**src/rtl/mod_bit_grouper_if.sv**
```systemverilog
// Bit-stream in / symbol-group out bundle between the scrambler and the mapper LUTs.
interface mod_bit_grouper_if #(
    parameter int MAX_QM    = 8,
    parameter int CNT_WIDTH = 16
);
    logic                 Start;
    logic [2:0]           Mod_Order;
    logic                 Bit_In;
    logic                 Bit_Valid;
    logic                 Last;
    logic [MAX_QM-1:0]    Group_Out;
    logic                 Group_Valid;
    logic                 EN_BPSK;
    logic                 EN_QPSK;
    logic                 EN_16QAM;
    logic                 EN_64QAM;
    logic                 EN_256QAM;
    logic                 Pad_Err;
    logic                 Cfg_Err;
    logic                 Busy;
    logic [CNT_WIDTH-1:0] Sym_Count;

    modport master (
        output Start, Mod_Order, Bit_In, Bit_Valid, Last,
        input  Group_Out, Group_Valid, EN_BPSK, EN_QPSK, EN_16QAM, EN_64QAM,
               EN_256QAM, Pad_Err, Cfg_Err, Busy, Sym_Count
    );

    modport slave (
        input  Start, Mod_Order, Bit_In, Bit_Valid, Last,
        output Group_Out, Group_Valid, EN_BPSK, EN_QPSK, EN_16QAM, EN_64QAM,
               EN_256QAM, Pad_Err, Cfg_Err, Busy, Sym_Count
    );
endinterface

```
**src/rtl/mod_bit_grouper.sv**
```systemverilog
// Collects Qm serial bits per symbol for the PUSCH mapper, with codeword framing,
// zero-padding of a truncated final group and a saturating symbol counter.
module mod_bit_grouper #(
    parameter int MAX_QM    = 8,
    parameter int CNT_WIDTH = 16
) (
    input  logic              CLK,
    input  logic              RST,
    mod_bit_grouper_if.slave  bus
);
    localparam int CW = $clog2(MAX_QM + 1);

    typedef enum logic {IDLE, COLLECT} state_t;

    state_t               state, state_nxt;
    logic [CW-1:0]        cnt, qm, qm_new, cnt_inc;
    logic [2:0]           mod_q;
    logic [MAX_QM-1:0]    sr, sr_shift;
    logic [MAX_QM-1:0]    group_q;
    logic                 gv_q, pad_q, cfg_q;
    logic [4:0]           en_q;
    logic [CNT_WIDTH-1:0] sym_q;
    logic                 cfg_ok, bit_take, grp_done, pad;

    always_comb begin
        qm_new = CW'(1);
        case (bus.Mod_Order)
            3'd0:    qm_new = CW'(1);
            3'd1:    qm_new = CW'(2);
            3'd2:    qm_new = CW'(4);
            3'd3:    qm_new = CW'(6);
            3'd4:    qm_new = CW'(8);
            default: qm_new = CW'(1);
        endcase
    end

    assign cfg_ok   = (bus.Mod_Order <= 3'd4);
    // Start has priority: a bit arriving with Start is dropped.
    assign bit_take = (state == COLLECT) && !bus.Start && bus.Bit_Valid;
    assign cnt_inc  = cnt + CW'(1);
    assign sr_shift = {sr[MAX_QM-2:0], bus.Bit_In};
    assign grp_done = bit_take && (cnt_inc == qm);
    assign pad      = bit_take && bus.Last && !grp_done;

    always_ff @(posedge CLK) begin
        if (!RST) state <= IDLE;
        else      state <= state_nxt;
    end

    always_comb begin
        state_nxt = state;
        if (bus.Start)
            state_nxt = cfg_ok ? COLLECT : IDLE;
        else if (bit_take && bus.Last)
            state_nxt = IDLE;
    end

    always_ff @(posedge CLK) begin
        if (!RST) begin
            cnt     <= '0;
            qm      <= CW'(1);
            mod_q   <= '0;
            sr      <= '0;
            group_q <= '0;
            gv_q    <= 1'b0;
            pad_q   <= 1'b0;
            cfg_q   <= 1'b0;
            en_q    <= '0;
            sym_q   <= '0;
        end else begin
            gv_q  <= 1'b0;
            pad_q <= 1'b0;
            cfg_q <= 1'b0;
            en_q  <= '0;
            if (bus.Start) begin
                cnt <= '0;
                sr  <= '0;
                if (!cfg_ok) cfg_q <= 1'b1;
                else begin
                    qm    <= qm_new;
                    mod_q <= bus.Mod_Order;
                end
                // An invalid Start in IDLE leaves the previous codeword's count visible.
                if (cfg_ok || state == COLLECT) sym_q <= '0;
            end else if (bit_take) begin
                if (grp_done || bus.Last) begin
                    group_q <= grp_done ? sr_shift : (sr_shift << (qm - cnt_inc));
                    gv_q    <= 1'b1;
                    pad_q   <= pad;
                    en_q    <= 5'b00001 << mod_q;
                    if (sym_q != '1) sym_q <= sym_q + CNT_WIDTH'(1);
                    cnt     <= '0;
                    sr      <= '0;
                end else begin
                    cnt <= cnt_inc;
                    sr  <= sr_shift;
                end
            end
        end
    end

    assign bus.Group_Out   = group_q;
    assign bus.Group_Valid = gv_q;
    assign bus.EN_BPSK     = en_q[0];
    assign bus.EN_QPSK     = en_q[1];
    assign bus.EN_16QAM    = en_q[2];
    assign bus.EN_64QAM    = en_q[3];
    assign bus.EN_256QAM   = en_q[4];
    assign bus.Pad_Err     = pad_q;
    assign bus.Cfg_Err     = cfg_q;
    assign bus.Busy        = (state == COLLECT);
    assign bus.Sym_Count   = sym_q;
endmodule
```
**src/flat_wrapper.sv**
```systemverilog
// flat-port wrapper written by rule: the top's interface ports become plain ports
module mod_bit_grouper_flat 
#(
    parameter int MAX_QM    = 8,
    parameter int CNT_WIDTH = 16
)
  (CLK, RST, bus_Start, bus_Mod_Order, bus_Bit_In, bus_Bit_Valid, bus_Last, bus_Group_Out, bus_Group_Valid, bus_EN_BPSK, bus_EN_QPSK, bus_EN_16QAM, bus_EN_64QAM, bus_EN_256QAM, bus_Pad_Err, bus_Cfg_Err, bus_Busy, bus_Sym_Count);
  mod_bit_grouper_if #(.MAX_QM(MAX_QM), .CNT_WIDTH(CNT_WIDTH)) bus_i ();
  input  logic CLK;
  input  logic RST;
  input wire logic [$bits(bus_i.Start)-1:0] bus_Start;
  input wire logic [$bits(bus_i.Mod_Order)-1:0] bus_Mod_Order;
  input wire logic [$bits(bus_i.Bit_In)-1:0] bus_Bit_In;
  input wire logic [$bits(bus_i.Bit_Valid)-1:0] bus_Bit_Valid;
  input wire logic [$bits(bus_i.Last)-1:0] bus_Last;
  output wire logic [$bits(bus_i.Group_Out)-1:0] bus_Group_Out;
  output wire logic [$bits(bus_i.Group_Valid)-1:0] bus_Group_Valid;
  output wire logic [$bits(bus_i.EN_BPSK)-1:0] bus_EN_BPSK;
  output wire logic [$bits(bus_i.EN_QPSK)-1:0] bus_EN_QPSK;
  output wire logic [$bits(bus_i.EN_16QAM)-1:0] bus_EN_16QAM;
  output wire logic [$bits(bus_i.EN_64QAM)-1:0] bus_EN_64QAM;
  output wire logic [$bits(bus_i.EN_256QAM)-1:0] bus_EN_256QAM;
  output wire logic [$bits(bus_i.Pad_Err)-1:0] bus_Pad_Err;
  output wire logic [$bits(bus_i.Cfg_Err)-1:0] bus_Cfg_Err;
  output wire logic [$bits(bus_i.Busy)-1:0] bus_Busy;
  output wire logic [$bits(bus_i.Sym_Count)-1:0] bus_Sym_Count;
  assign bus_i.Start = bus_Start;
  assign bus_i.Mod_Order = bus_Mod_Order;
  assign bus_i.Bit_In = bus_Bit_In;
  assign bus_i.Bit_Valid = bus_Bit_Valid;
  assign bus_i.Last = bus_Last;
  assign bus_Group_Out = bus_i.Group_Out;
  assign bus_Group_Valid = bus_i.Group_Valid;
  assign bus_EN_BPSK = bus_i.EN_BPSK;
  assign bus_EN_QPSK = bus_i.EN_QPSK;
  assign bus_EN_16QAM = bus_i.EN_16QAM;
  assign bus_EN_64QAM = bus_i.EN_64QAM;
  assign bus_EN_256QAM = bus_i.EN_256QAM;
  assign bus_Pad_Err = bus_i.Pad_Err;
  assign bus_Cfg_Err = bus_i.Cfg_Err;
  assign bus_Busy = bus_i.Busy;
  assign bus_Sym_Count = bus_i.Sym_Count;
  mod_bit_grouper #(.MAX_QM(MAX_QM), .CNT_WIDTH(CNT_WIDTH)) u_core (.CLK(CLK), .RST(RST), .bus(bus_i));
endmodule
```
**config.mk**
```make
export PLATFORM = sky130hd
export DESIGN_NAME = mod_bit_grouper_flat
export DESIGN_NICKNAME = d
export VERILOG_FILES = /design/src/rtl/mod_bit_grouper_if.sv /design/src/rtl/mod_bit_grouper.sv /design/src/flat_wrapper.sv
export SDC_FILE = /design/constraint.sdc
export NUM_CORES = 1
export LEC_CHECK = 0
export BUFFER_PORTS_ARGS = -buffer_cell sky130_fd_sc_hd__buf_2
export CAP_MARGIN = 20
export CORE_MARGIN = 2
export CORE_UTILIZATION = 40
export CTS_CLUSTER_SIZE = 8
export DETAILED_ROUTE_END_ITERATION = 12
export GPL_ROUTABILITY_DRIVEN = 0
export PLACE_DENSITY = 0.61
export SYNTH_ARGS = -nofsm -noshare
export SYNTH_HDL_FRONTEND = slang
export SYNTH_SLANG_ARGS = --single-unit
```
**constraint.sdc**
```tcl
create_clock -name CLK -period 2.5 [get_ports CLK]
set_clock_uncertainty 0.05 [all_clocks]
set_input_delay 0.5 -clock CLK [delete_from_list [all_inputs] [get_ports CLK]]
set_output_delay 0.5 -clock CLK [all_outputs]
set_load 0.02 [all_outputs]
```
; Word level (Yosys, flattened, before mapping)
; Index checks and enable logic that the tools add are counted.
[classes]
n_addsub = 3
mul = 0
div_mod_pow = 0
magnitude_cmp = 1
n_eq_ne = 7
shift = 2
n_mux = 14
bitwise = 4
reduce_logical = 20
[op_table]
columns = op, count
row1 = $mux W16, 5
row2 = $add A16 B1 Y16 const B, 1
row3 = $ne A16 B16 Y1 const B, 1
row4 = $pmux W4 S4, 1
row5 = $mux W8, 1
row6 = $reduce_bool A2 Y1, 4
row7 = $shl A8 B4 Y8, 1
row8 = $mux W7, 1
row9 = $eq A3 B2 Y1 const B, 2
row10 = $logic_and A1 B1 Y1, 5
row11 = $mux W1, 5
row12 = $shl A1 B3 Y5 const A, 1
row13 = $add A4 B1 Y4 const B, 1
row14 = $eq A4 B4 Y1, 1
row15 = $mux W4, 1
row16 = $not A1 Y1, 4
row17 = $reduce_and A2 Y1, 2
row18 = $reduce_and A4 Y1, 1
row19 = $reduce_or A4 Y1, 1
row20 = $sub A4 B4 Y4, 1
row21 = $eq A3 B1 Y1 const B, 1
row22 = $eq A3 B3 Y1 const B, 1
row23 = $le A3 B3 Y1 const B, 1
row24 = $reduce_and A3 Y1, 1
row25 = other kinds (5), 7
[word_totals]
ff_bits = 51
latch_bits = 0
mem_bits_rw = 0
rom_bits = 0
in_bits = 9
output_inout_bits = 33
memories = 0

; Logic depth before layout (Yosys ltp)
; Gate-level depths: netlist of run 1.
[logic_depth]
ltp_word = 8
mapped_depth = 10
depth_no_buf = 9

; Least setup slack after synthesis of run 1
; Ideal clock, no wire load.
[synth_timing]
path_type = reg-to-reg
startpoint = register u_core.cnt[0]
endpoint = register u_core.group_q[1], in the netlist u_core.bus.Group_Out[1]
arrival_ps = 2115
required_time_ps = 2376
setup_slack_ps = 261
path_stages_with_launch = 10
n_path_buf = 0
cell_sequence = dfxtp_1 > ha_1 > inv_1 > ha_1 > nor2b_1 > o21ai_0 > and3_1 > o21ai_0 > or3_1 > a31oi_1
[synth_via]
elab_chain_cells = 5
word_cells_on_any_way = 8
classes_between = add/sub: 2 / eq/ne: 1 / shift: 1 / mux: 1 / reduce/logical: 3
[synth_lines]
columns = element, line_no
row1 = "start, declared", mod_bit_grouper.sv:16  ; logic [CW-1:0] cnt, qm, qm_new, cnt_inc;
row2 = "start signal, assigned", mod_bit_grouper.sv:95  ; cnt <= cnt_inc;
row3 = $add A4 B1 Y4 *, mod_bit_grouper.sv:40  ; assign cnt_inc = cnt + CW'(1);
row4 = "parallel branches: the longest is 4 deep, another holds $sub A4 B4 Y4", --
row5 = "end signal, assigned", mod_bit_grouper.sv:87  ; group_q <= grp_done ? sr_shift : (sr_shift << (qm - cnt_inc));
row6 = "end, declared", mod_bit_grouper.sv:19  ; logic [MAX_QM-1:0] group_q;
; Mark *: on every way between the ends.
; A chain may end at the register's enable or synchronous reset.

; Worst setup path in the final report of run 1
[layout_timing]
startpoint = register u_core.cnt[0]
endpoint = register u_core.group_q[7], in the netlist u_core.bus.Group_Out[7]
; Same word-level chain as after synthesis.

==> impl_summary.log, run 1 <==
INFO  metric fin_crit = 2.37 ns
INFO  metric yosysWarnings = 0
INFO  metric timing.rr.start = u_core.cnt[0]
INFO  metric row_count = 29
INFO  metric global_route.usage.total = 0.174
INFO  metric timing.critical_path.slowest_stage_cell = sky130_fd_sc_hd__fa_1
INFO  metric share_of_synthesized_registers_carrying_an_async_set_or_reset = 0
INFO  metric clk_pin_slew_worst_paths = 0.10 ns
INFO  metric final-hold-violation-count = 0
INFO  metric path_class = reg -> reg
INFO  metric finalMaxSlewViolations = 0
INFO  metric synth.net_count = approximately 330
INFO  metric vias_per_cell = around 5.4
INFO  metric cp-startpoint = u_core.cnt[0]
INFO  metric initial_utilization = 0.408
INFO  metric clk_root_buffer_cell = sky130_fd_sc_hd__clkbuf_8
INFO  metric fin_setup_tns = 0 ns
INFO  metric placement.io_buffers = 41
INFO  metric antenna_violating_nets_post_route = 0
INFO  metric hp-class = in -> reg
INFO  metric static-leakage-power = 0.00121 uW
INFO  metric fin_nets = 385
INFO  metric cts.sinks = 51
INFO  metric vdd.ir_drop.worst = roughly 0.24 mV
INFO  metric layout.core_utilization = 0.491
INFO  metric clock_insertion_delay_worst_skew = approximately 0.31 ns
INFO  metric drtIter0Drc = 108
INFO  metric synth_seq_area_share = 0.401
INFO  metric die-height = 83.8 um
INFO  metric crit_chain = inv_1 > ha_1 > fa_1 > inv_1 > mux2i_1 > o21ai_0 > o21ai_0 > a31oi_1
INFO  metric antenna_found_initial = 0
INFO  metric fillCellCount = 624
INFO  metric netlist_area = between 0.002 and 0.003 mm2
INFO  metric drcViolationCount = 0
INFO  metric synth_area_per_cell = 8.04 um2
INFO  metric crit_path_max_incr_delay = approximately 0.65 ns
INFO  metric postSynth.topFlopCell = sky130_fd_sc_hd__dfxtp_1
INFO  metric cellPowerDensity = 513 mW/mm2
INFO  metric synth_seq_cells = 51
INFO  metric die-area = 0.00703 mm2
INFO  metric hpwlAfterDp = 4.44 mm
INFO  metric worstPathRequired = 2.67 ns
INFO  metric diodes = 0
INFO  metric first_global_vias = 2138
INFO  metric setup_viol = 0
INFO  metric routedWlPerCell = 13.7 um
INFO  metric startpoint_type = register
INFO  metric critPathMaxFanout = 6
INFO  metric post_synth_inst_count = 317
INFO  metric f_max = 422 MHz
INFO  metric fraction_of_final_layout_cells_sized_beyond_drive_strength_1 = 0.224
INFO  metric maximum_number_of_pins_on_one_net_before_global_route_repair = 17
INFO  metric cts_made_buffers = 5
INFO  metric relSlewSlack = 0.646
INFO  metric number_of_flops_mapped_to_enable_cells_by_yosys = 0
INFO  metric ctsHtreeMaxLevel = 2
INFO  metric timing_worst_slew_pin_value = 0.527 ns
INFO  metric floorplan.io_pins = 42
INFO  metric cp_top_family = adder cells
INFO  metric globalRouteOverflowTotal = 0
INFO  metric grt_pass1_wl = 10.0 mm
INFO  metric route.vias.total = 2421
INFO  metric timing.critical_path.arrival = 2.55 ns
INFO  metric tritonroute_pass_1_iters = 4
INFO  metric chipWidth = 83.8 um
INFO  metric crit_buf_inv = 2
INFO  metric detail_route.wirelength = 6.12 mm
INFO  metric layout_area_overhead = 20.1%
INFO  metric critPathCaptureType = register
INFO  metric cts_tree = built
INFO  metric drv_cap = 0
INFO  metric core-area = around 0.0062 mm2
INFO  metric cts.path.max_buffers = 2
INFO  metric hold_buffers = 0
INFO  metric hold_start = bus_Last
INFO  metric synthDistinctLibCells = 50
INFO  metric run_status = complete, no violations
INFO  metric period_share = 0.949
[metrics by stage]
| stage | total power [uW] | area, um2 | hold slack (ns) | instances | setup slack (ns) |
|---|---|---|---|---|---|
| 2_1_floorplan | 991 | 2550 | 0.392 | 317 | 0.261 |
| 3_3_place_gp | 1060 | 2900 | 0.416 | 437 | 0.120 |
| 3_5_place_dp | 1060 | 2900 | 0.424 | 437 | 0.0659 |
| 4_1_cts | 1570 | 3000 | 0.409 | 445 | 0.0444 |
| 5_1_grt | 1640 | 3060 | 0.415 | 448 | -0.00999 |
| 6_report | 1570 | 3060 | 0.415 | 448 | 0.128 |
[final cells by class]
| type | count | area [um2] | area share |
|---|---|---|---|
| Timing Repair Buffer | 58 | 330 | 0.108 |
| Sequential cell | 51 | 1020 | 0.333 |
| Clock inverter | 2 | 16.3 | 0.00531 |
| Multi-Input combinational cell | 240 | 1460 | 0.478 |
| Inverter | 14 | 52.6 | 0.0172 |
| Clock buffer | 6 | 82.6 | 0.0270 |
| Tap cell | 77 | 96.3 | 0.0315 |
[synth_stat cells (4+ instances only)]
cell type | number | share of area
sky130_fd_sc_hd__xnor2_1 | 4 | 0.014
sky130_fd_sc_hd__mux2i_1 | 4 | 0.016
sky130_fd_sc_hd__ha_1 | 5 | 0.025
sky130_fd_sc_hd__a21oi_1 | 25 | 0.049
sky130_fd_sc_hd__inv_1 | 14 | 0.021
sky130_fd_sc_hd__o31ai_1 | 6 | 0.018
sky130_fd_sc_hd__nand3_1 | 17 | 0.033
sky130_fd_sc_hd__nor2_1 | 29 | 0.043
sky130_fd_sc_hd__o21ai_0 | 30 | 0.059
sky130_fd_sc_hd__xor2_1 | 4 | 0.014
sky130_fd_sc_hd__nand2b_1 | 5 | 0.012
sky130_fd_sc_hd__and3_1 | 5 | 0.012
sky130_fd_sc_hd__nor3b_1 | 4 | 0.012
sky130_fd_sc_hd__a31oi_1 | 10 | 0.025
sky130_fd_sc_hd__nor2b_1 | 4 | 0.0098
sky130_fd_sc_hd__dfxtp_1 | 51 | 0.40
sky130_fd_sc_hd__nand2_1 | 46 | 0.068
sky130_fd_sc_hd__clkbuf_1 | 7 | 0.010
[placed cells by master (no fill, tap or decap), drive strengths merged, types with 5 or more instances in the layout]
cell type and count:
a21oi 25, clkbuf 6, nand2 46, o31ai 6, o21ai 32, a31oi 10
nand3 19, and3 6, dfxtp 51, ha 5, nand2b 5, buf 58
nor2 29, inv 14
[kinds of logic after synthesis]
group / count (synthesis) / synth area share
xor gates and xnor gates: 8 / 0.0275
DFF: 51 / 0.401
muxes: 8 / 0.0422
buffers and inverters: 26 / 0.0417
adders and majority gates: 6 / 0.0324
AOI/OAI and AO/OA: 89 / 0.209
and+or+nand+nor: 129 / 0.246
[final timing paths]
check | cells past startpoint | endpoint | slack (ns)
max reg2reg | 8 | u_core.bus.Group_Out[7] | 0.13
min reg2reg | 2 | u_core.sr[6] | 0.44
min | 3 | u_core.bus.Pad_Err | 0.42
max | 8 | u_core.bus.Group_Out[7] | 0.13
[sequential cells by signal (all words and copies together) (netlist names)]
| register | flops |
|---|---|
| u_core.bus.Sym_Count | 16 |
| u_core.bus.Group_Out | 8 |
| u_core.sr | 7 |
| u_core.bus.Cfg_Err | 1 |
| u_core.bus.Group_Valid | 1 |
| u_core.bus.Busy | 1 |
| u_core.bus.Pad_Err | 1 |
| u_core.cnt | 4 |
| u_core.qm | 4 |
| u_core.mod_q | 3 |
| u_core.en_q | 5 |
[routing by layer]
layer | up-vias | part of all wire | global-route usage
li1 | 1245 | - | -
met1 | 1123 | 0.52 | 0.244
met2 | 46 | 0.44 | 0.275
met3 | 7 | 0.035 | 0.0237
met4 | 0 | 0.013 | 0.0587
met5 | - | 0 | 0
[power breakdown]
part / switching [uW] / total [uW] / internal (uW)
Combinational: 132 / 216 / 83.6
Clock: 291 / 517 / 227
Sequential: 12.5 / 839 / 826
Total: 435 / 1570 / 1140
[tightest hold or removal path: cells and delay by family]
kind,cells,cell delay [ns]
buf+inv,1,0.13
simple gates,2,0.11
[timing repair]
action,in CTS,in global routing
setup buffers,0,2
resized for setup,0,11
endpoints found under the setup margin,0,23
No activity file was read; power rests on OpenSTA's default activity.
==> run 2: changes to the inputs <==
--- a/config.mk
+++ b/config.mk
@@ -8,11 +8,11 @@
 export BUFFER_PORTS_ARGS = -buffer_cell sky130_fd_sc_hd__buf_2
 export CAP_MARGIN = 20
 export CORE_MARGIN = 2
-export CORE_UTILIZATION = 40
+export CORE_UTILIZATION = 55
 export CTS_CLUSTER_SIZE = 8
 export DETAILED_ROUTE_END_ITERATION = 12
 export GPL_ROUTABILITY_DRIVEN = 0
-export PLACE_DENSITY = 0.61
+export PLACE_DENSITY = 0.79
 export SYNTH_ARGS = -nofsm -noshare
 export SYNTH_HDL_FRONTEND = slang
 export SYNTH_SLANG_ARGS = --single-unit
==> impl_summary.log, run 2 (synthesized netlist as in run 1, its figures left out) <==
INFO  metric cts_made_buffers = 5
INFO  metric grt_pass1_wl = just under 10 mm
INFO  metric multi_input_area = 0.00146 mm2
INFO  metric min_path_cells = 3
INFO  metric startpoint_type = register
INFO  metric final-hold-violation-count = 0
INFO  metric r2r_cells = 9
INFO  metric cts_tree = built
INFO  metric layout_area_overhead = 18.2%
INFO  metric period_share = 0.952
INFO  metric core-area = 0.00441 mm2
INFO  metric register_area = between 0.001 and 0.0015 mm2
INFO  metric static-leakage-power = 0.00121 uW
INFO  metric relSlewSlack = 0.557
INFO  metric vdd.ir_drop.worst = 0.277 mV
INFO  metric reg2reg_to = u_core.bus.Group_Out[1]
INFO  metric route.vias.total = 2427
INFO  metric clk_pin_slew_worst_paths = ~0.10 ns
INFO  metric fin_setup_tns = 0 ns
INFO  metric timing.critical_path.slowest_stage_cell = sky130_fd_sc_hd__or3_1
INFO  metric timing_worst_slew_pin_value = 0.658 ns
INFO  metric global_route.usage.total = 0.235
INFO  metric globalRouteOverflowTotal = 0
INFO  metric placed_insts = 412
INFO  metric fin_nets = 383
INFO  metric drcViolationCount = 0
INFO  metric critPathCaptureType = register
INFO  metric hold_end = u_core.sr[0]
INFO  metric run_status = complete, no violations
INFO  metric crit_chain = ha_4 > inv_1 > ha_1 > nor2b_1 > o21ai_1 > and3_4 > o21ai_0 > or3_1 > a31oi_1
INFO  metric fillCellCount = 370
INFO  metric design_power_total = approximately 1600 uW
INFO  metric hpwlAfterDp = ~4.4 mm
INFO  metric layout_commonest_cell = sky130_fd_sc_hd__dfxtp_1
INFO  metric final_worst_setup_slack = 0.121 ns
INFO  metric layout_common_cells = sky130_fd_sc_hd__dfxtp_1, sky130_fd_sc_hd__nand2_1, sky130_fd_sc_hd__buf_2, sky130_fd_sc_hd__o21ai_0, sky130_fd_sc_hd__nor2_1
INFO  metric vias_per_cell = about 5.8
INFO  metric ctsHtreeMaxLevel = 2
INFO  metric cts.path.max_buffers = 2
INFO  metric row_count = 24
INFO  metric placement.io_buffers = around 40
INFO  metric initial_utilization = 0.577
INFO  metric setup_viol = 0
INFO  metric timing.rr.start = u_core.cnt[0]
INFO  metric floorplan.io_pins = 42
INFO  metric largest_reg_flops = 16
INFO  metric cellPowerDensity = 516 mW/mm2
INFO  metric setup.reg_to_reg.worst_slack = around 0.12 ns
INFO  metric routedWlPerCell = 14.4 um
INFO  metric worstPathRequired = 2.70 ns
INFO  metric die-height = 72.1 um
INFO  metric critPathMaxFanout = 5
INFO  metric clock_insertion_delay_worst_skew = 0.31 ns
INFO  metric cts.sinks = roughly 50
INFO  metric diodes = 0
INFO  metric die-area = 0.00519 mm2
INFO  metric hp-class = in -> reg
INFO  metric first_global_vias = between 2k and 2.5k
INFO  metric antenna_found_initial = 0
INFO  metric detail_route.wirelength = 6.05 mm
INFO  metric fraction_of_final_layout_cells_sized_beyond_drive_strength_1 = 0.214
INFO  metric f_max = 420 MHz
INFO  metric fin_area = approximately 0.0030 mm2
INFO  metric tritonroute_pass_1_iters = 5
INFO  metric hold_start = bus_Bit_In
INFO  metric clk_root_buffer_cell = sky130_fd_sc_hd__clkbuf_8
INFO  metric path_class = reg -> reg
INFO  metric crit_path_max_incr_delay = 0.38 ns
INFO  metric fin_crit = 2.38 ns
INFO  metric drtIter0Drc = 210
INFO  metric post-place-ws = 0.00460 ns
INFO  metric timing.critical_path.arrival = between 2 and 3 ns
INFO  metric stdcell_count = 421
INFO  metric antenna_violating_nets_post_route = 0
INFO  metric chipWidth = around 70 um
INFO  metric detailed_place.area = between 0.002 and 0.003 mm2
INFO  metric maximum_number_of_pins_on_one_net_before_global_route_repair = 19
INFO  metric finalMaxSlewViolations = 0
INFO  metric drv_cap = 0
## run 2: stage by stage
stage | hold WS [ns] | utilization
6_report | 0.406 | 0.683
5_1_grt | 0.432 | 0.683
4_1_cts | 0.401 | 0.672
3_5_place_dp | 0.429 | 0.650
3_3_place_gp | 0.412 | 0.649
2_1_floorplan | 0.392 | -
## run 2: timing repair
action / 4_1_cts / 5_1_grt
setup buffers: 0 / 1
pin swaps: 0 / 1
gates resized for setup: 1 / 6
hold buffers: 0 / 0
setup endpoints to repair: 1 / 20
## run 2: power breakdown
part / leakage (uW) / switching (uW) / internal [uW]
Combinational: 0.000744 / 129 / 79.2
Sequential: 0.000413 / 13.2 / 826
Clock: 0.0000502 / 300 / 208
## run 2: cell type report
| type | instances | area share |
|---|---|---|
| sequential | 51 | 0.339 |
| tap | 52 | 0.0216 |
| clock buffer | 5 | 0.0228 |
| clock inverter | 3 | 0.00955 |
| multi-input combinational | 240 | 0.484 |
| timing repair buffer | 56 | 0.105 |
| inverter | 14 | 0.0174 |
## run 2: per-layer routing
layer | part of all wire | up-vias | global-route usage
li1 | - | 1228 | -
met1 | 0.50 | 1117 | 0.357
met2 | 0.43 | 74 | 0.340
met3 | 0.055 | 8 | 0.0361
met4 | 0.013 | 0 | 0.0818
met5 | 0 | - | 0
## run 2: worst max-delay path, delay by kind of cell, from the launching register on
kind / cells / cell delay (ns)
buf+inv: 1 / 0.04
compound gates: 3 / 0.49
flops: 1 / 0.37
simple gates: 3 / 0.75
fa+ha+maj: 2 / 0.61
## run 2: worst max path at each step
stage | start | endpoint | slack (ns) | depth (start not counted)
final | u_core.cnt[0] | u_core.bus.Group_Out[1] | 0.12 | 9
after global placement | u_core.cnt[0] | u_core.cnt[3] | 0.04 | 6
after CTS | u_core.cnt[0] | u_core.bus.Group_Out[1] | 0.05 | 9
after floorplan | u_core.cnt[0] | u_core.bus.Group_Out[1] | 0.26 | 9
after detailed placement | u_core.cnt[0] | u_core.bus.Group_Out[1] | 0.005 | 9
after global routing | u_core.cnt[0] | u_core.sr[4] | -0.03 | 7
==> run 3: changes to the inputs <==
==> constraint.sdc (replaced) <==
create_clock -name CLK -period 3.04 [get_ports CLK]
set_clock_uncertainty 0.05 [all_clocks]
set_input_delay 0.608 -clock CLK [delete_from_list [all_inputs] [get_ports CLK]]
set_output_delay 0.608 -clock CLK [all_outputs]
set_load 0.02 [all_outputs]
==> impl_summary.log, run 3 (synthesized netlist as in run 1, its figures left out) <==
INFO  metric cellInternalPower = 982 uW
INFO  metric period_share = 0.834
INFO  metric cts_resized = 0
INFO  metric tritonroute_pass_1_iters = 4
INFO  metric fillCellCount = 398
INFO  metric cts_setup_buffers = 0
INFO  metric power_frac_clock = 0.360
INFO  metric initial_utilization = 0.577
INFO  metric clk_pin_slew_worst_paths = 0.10 ns
INFO  metric timing.critical_path.slowest_stage_cell = sky130_fd_sc_hd__fa_1
INFO  metric drtIter0Drc = 139
INFO  metric cellPowerDensity = 451 mW/mm2
INFO  metric layout_common_cells = sky130_fd_sc_hd__dfxtp_1, sky130_fd_sc_hd__nand2_1, sky130_fd_sc_hd__buf_2, sky130_fd_sc_hd__o21ai_0, sky130_fd_sc_hd__nor2_1
INFO  metric power_frac_seq = 0.521
INFO  metric fin_nets = 376
INFO  metric finalMaxSlewViolations = 0
INFO  metric timing_worst_slew_pin_value = 0.462 ns
INFO  metric die-area = 0.00519 mm2
INFO  metric route.vias.total = 2399
INFO  metric cts_tree = built
INFO  metric crit_chain = ha_1 > fa_1 > xor2_1 > o21ai_0 > or3_1 > a31oi_1
INFO  metric chipWidth = roughly 72 um
INFO  metric clk_root_buffer_cell = sky130_fd_sc_hd__clkbuf_8
INFO  metric ctsHtreeMaxLevel = 2
INFO  metric final-hold-violation-count = 0
INFO  metric p_switching = about 340 uW
INFO  metric run_status = complete, no violations
INFO  metric layout.core_utilization = 0.666
INFO  metric cts_made_buffers = 5
INFO  metric layout_area_overhead = 15.3%
INFO  metric fraction_of_final_layout_cells_sized_beyond_drive_strength_1 = 0.185
INFO  metric layout_commonest_cell = sky130_fd_sc_hd__dfxtp_1
INFO  metric drcViolationCount = 0
INFO  metric f_max = 394 MHz
INFO  metric static-leakage-power = 0.00118 uW
INFO  metric critPathCaptureType = register
INFO  metric core-area = around 0.0044 mm2
INFO  metric antenna_found_initial = 0
INFO  metric cts.path.max_buffers = 2
INFO  metric row_count = 24
INFO  metric detail_route.wirelength = between 5 and 6 mm
INFO  metric cts.sinks = about 50
INFO  metric setup_viol = 0
INFO  metric comb_power_share = 0.118
INFO  metric largest_reg_flops = 16
INFO  metric floorplan.io_pins = 42
INFO  metric startpoint_type = register
INFO  metric maximum_number_of_pins_on_one_net_before_global_route_repair = 19
INFO  metric globalRouteOverflowTotal = 0
INFO  metric fin_setup_tns = 0 ns
INFO  metric final_worst_setup_slack = 0.504 ns
INFO  metric vdd.ir_drop.worst = 0.242 mV
INFO  metric global_route.usage.total = 0.233
INFO  metric post-place-ws = 0.599 ns
INFO  metric sw_share = 0.259
INFO  metric clock_insertion_delay_worst_skew = 0.31 ns
INFO  metric crit_path_max_incr_delay = 0.45 ns
INFO  metric routedWlPerCell = 13.7 um
INFO  metric rsz0062_at_grt = no
INFO  metric hold_buffers = 0
INFO  metric diodes = 0
INFO  metric drv_cap = 0
INFO  metric timing.critical_path.arrival = 2.73 ns
INFO  metric hp-class = reg -> reg
INFO  metric critPathMaxFanout = 7
INFO  metric path_class = reg -> reg
INFO  metric die-height = 72.1 um
INFO  metric hpwlAfterDp = 4.15 mm
INFO  metric first_global_vias = around 2.1k
INFO  metric relSlewSlack = 0.691
INFO  metric fin_crit = about 2.5 ns
INFO  metric grt_pass1_wl = ~9.6 mm
INFO  metric antenna_violating_nets_post_route = 0
INFO  metric placement.io_buffers = 41
INFO  metric vias_per_cell = 5.79
INFO  metric worstPathRequired = 3.24 ns
==> run 3: worst paths after layout <==
path,cells after the start,start,end,slack (ns)
worst max-delay path,6,u_core.cnt[0],u_core.bus.Group_Out[1],0.50
worst min-delay path,2,u_core.cnt[0],u_core.cnt[0],0.45
worst max register to register,6,u_core.cnt[0],u_core.bus.Group_Out[1],0.50
worst min register to register,2,u_core.cnt[0],u_core.cnt[0],0.45
==> run 3: layout make-up <==
| cell class | count | area, um2 | area share |
|---|---|---|---|
| Inverter | 14 | 52.6 | 0.0179 |
| Tap cell | 52 | 65.1 | 0.0221 |
| Multi-Input combinational cell | 240 | 1420 | 0.484 |
| Sequential cell | 51 | 1020 | 0.348 |
| Clock inverter | 3 | 43.8 | 0.0149 |
| Clock buffer | 5 | 68.8 | 0.0234 |
| Timing Repair Buffer | 49 | 265 | 0.0903 |
==> run 3: power by group through the flow <==
stage	sequential, uW	clock (uW)	combinational, uW
6_report	690	477	157
5_1_grt	692	508	176
4_1_cts	690	486	156
3_5_place_dp	706	0	154
3_3_place_gp	706	0	151
2_1_floorplan	711	0	104
==> run 3: critical path, delay by kind of cell, from the launching register on <==
kind | cells | cell delay, ns
adders and majority gates | 2 | 0.80
AOI/OAI and AO/OA | 2 | 0.44
xor gates and xnor gates | 1 | 0.41
and+or+nand+nor | 1 | 0.41
DFF | 1 | 0.35
==> run 3: stage by stage <==
step           total power, uW  hold WS (ns)  std cells  instance area (um2)
2_1_floorplan              815         0.392        317                 2550
3_3_place_gp               857         0.415        406                 2830
5_1_grt                   1380         0.471        414                 2940
3_5_place_dp               860         0.435        406                 2830
4_1_cts                   1330         0.445        414                 2940
6_report                  1320         0.450        414                 2940
==> run 3: metal layers <==
metal | routed length [um] | share of wire | track usage
met4 | 60 | 0.011 | 0.0608
met5 | 0 | 0 | 0
met2 | 2540 | 0.45 | 0.365
met1 | 2740 | 0.48 | 0.331
met3 | 339 | 0.060 | 0.0458
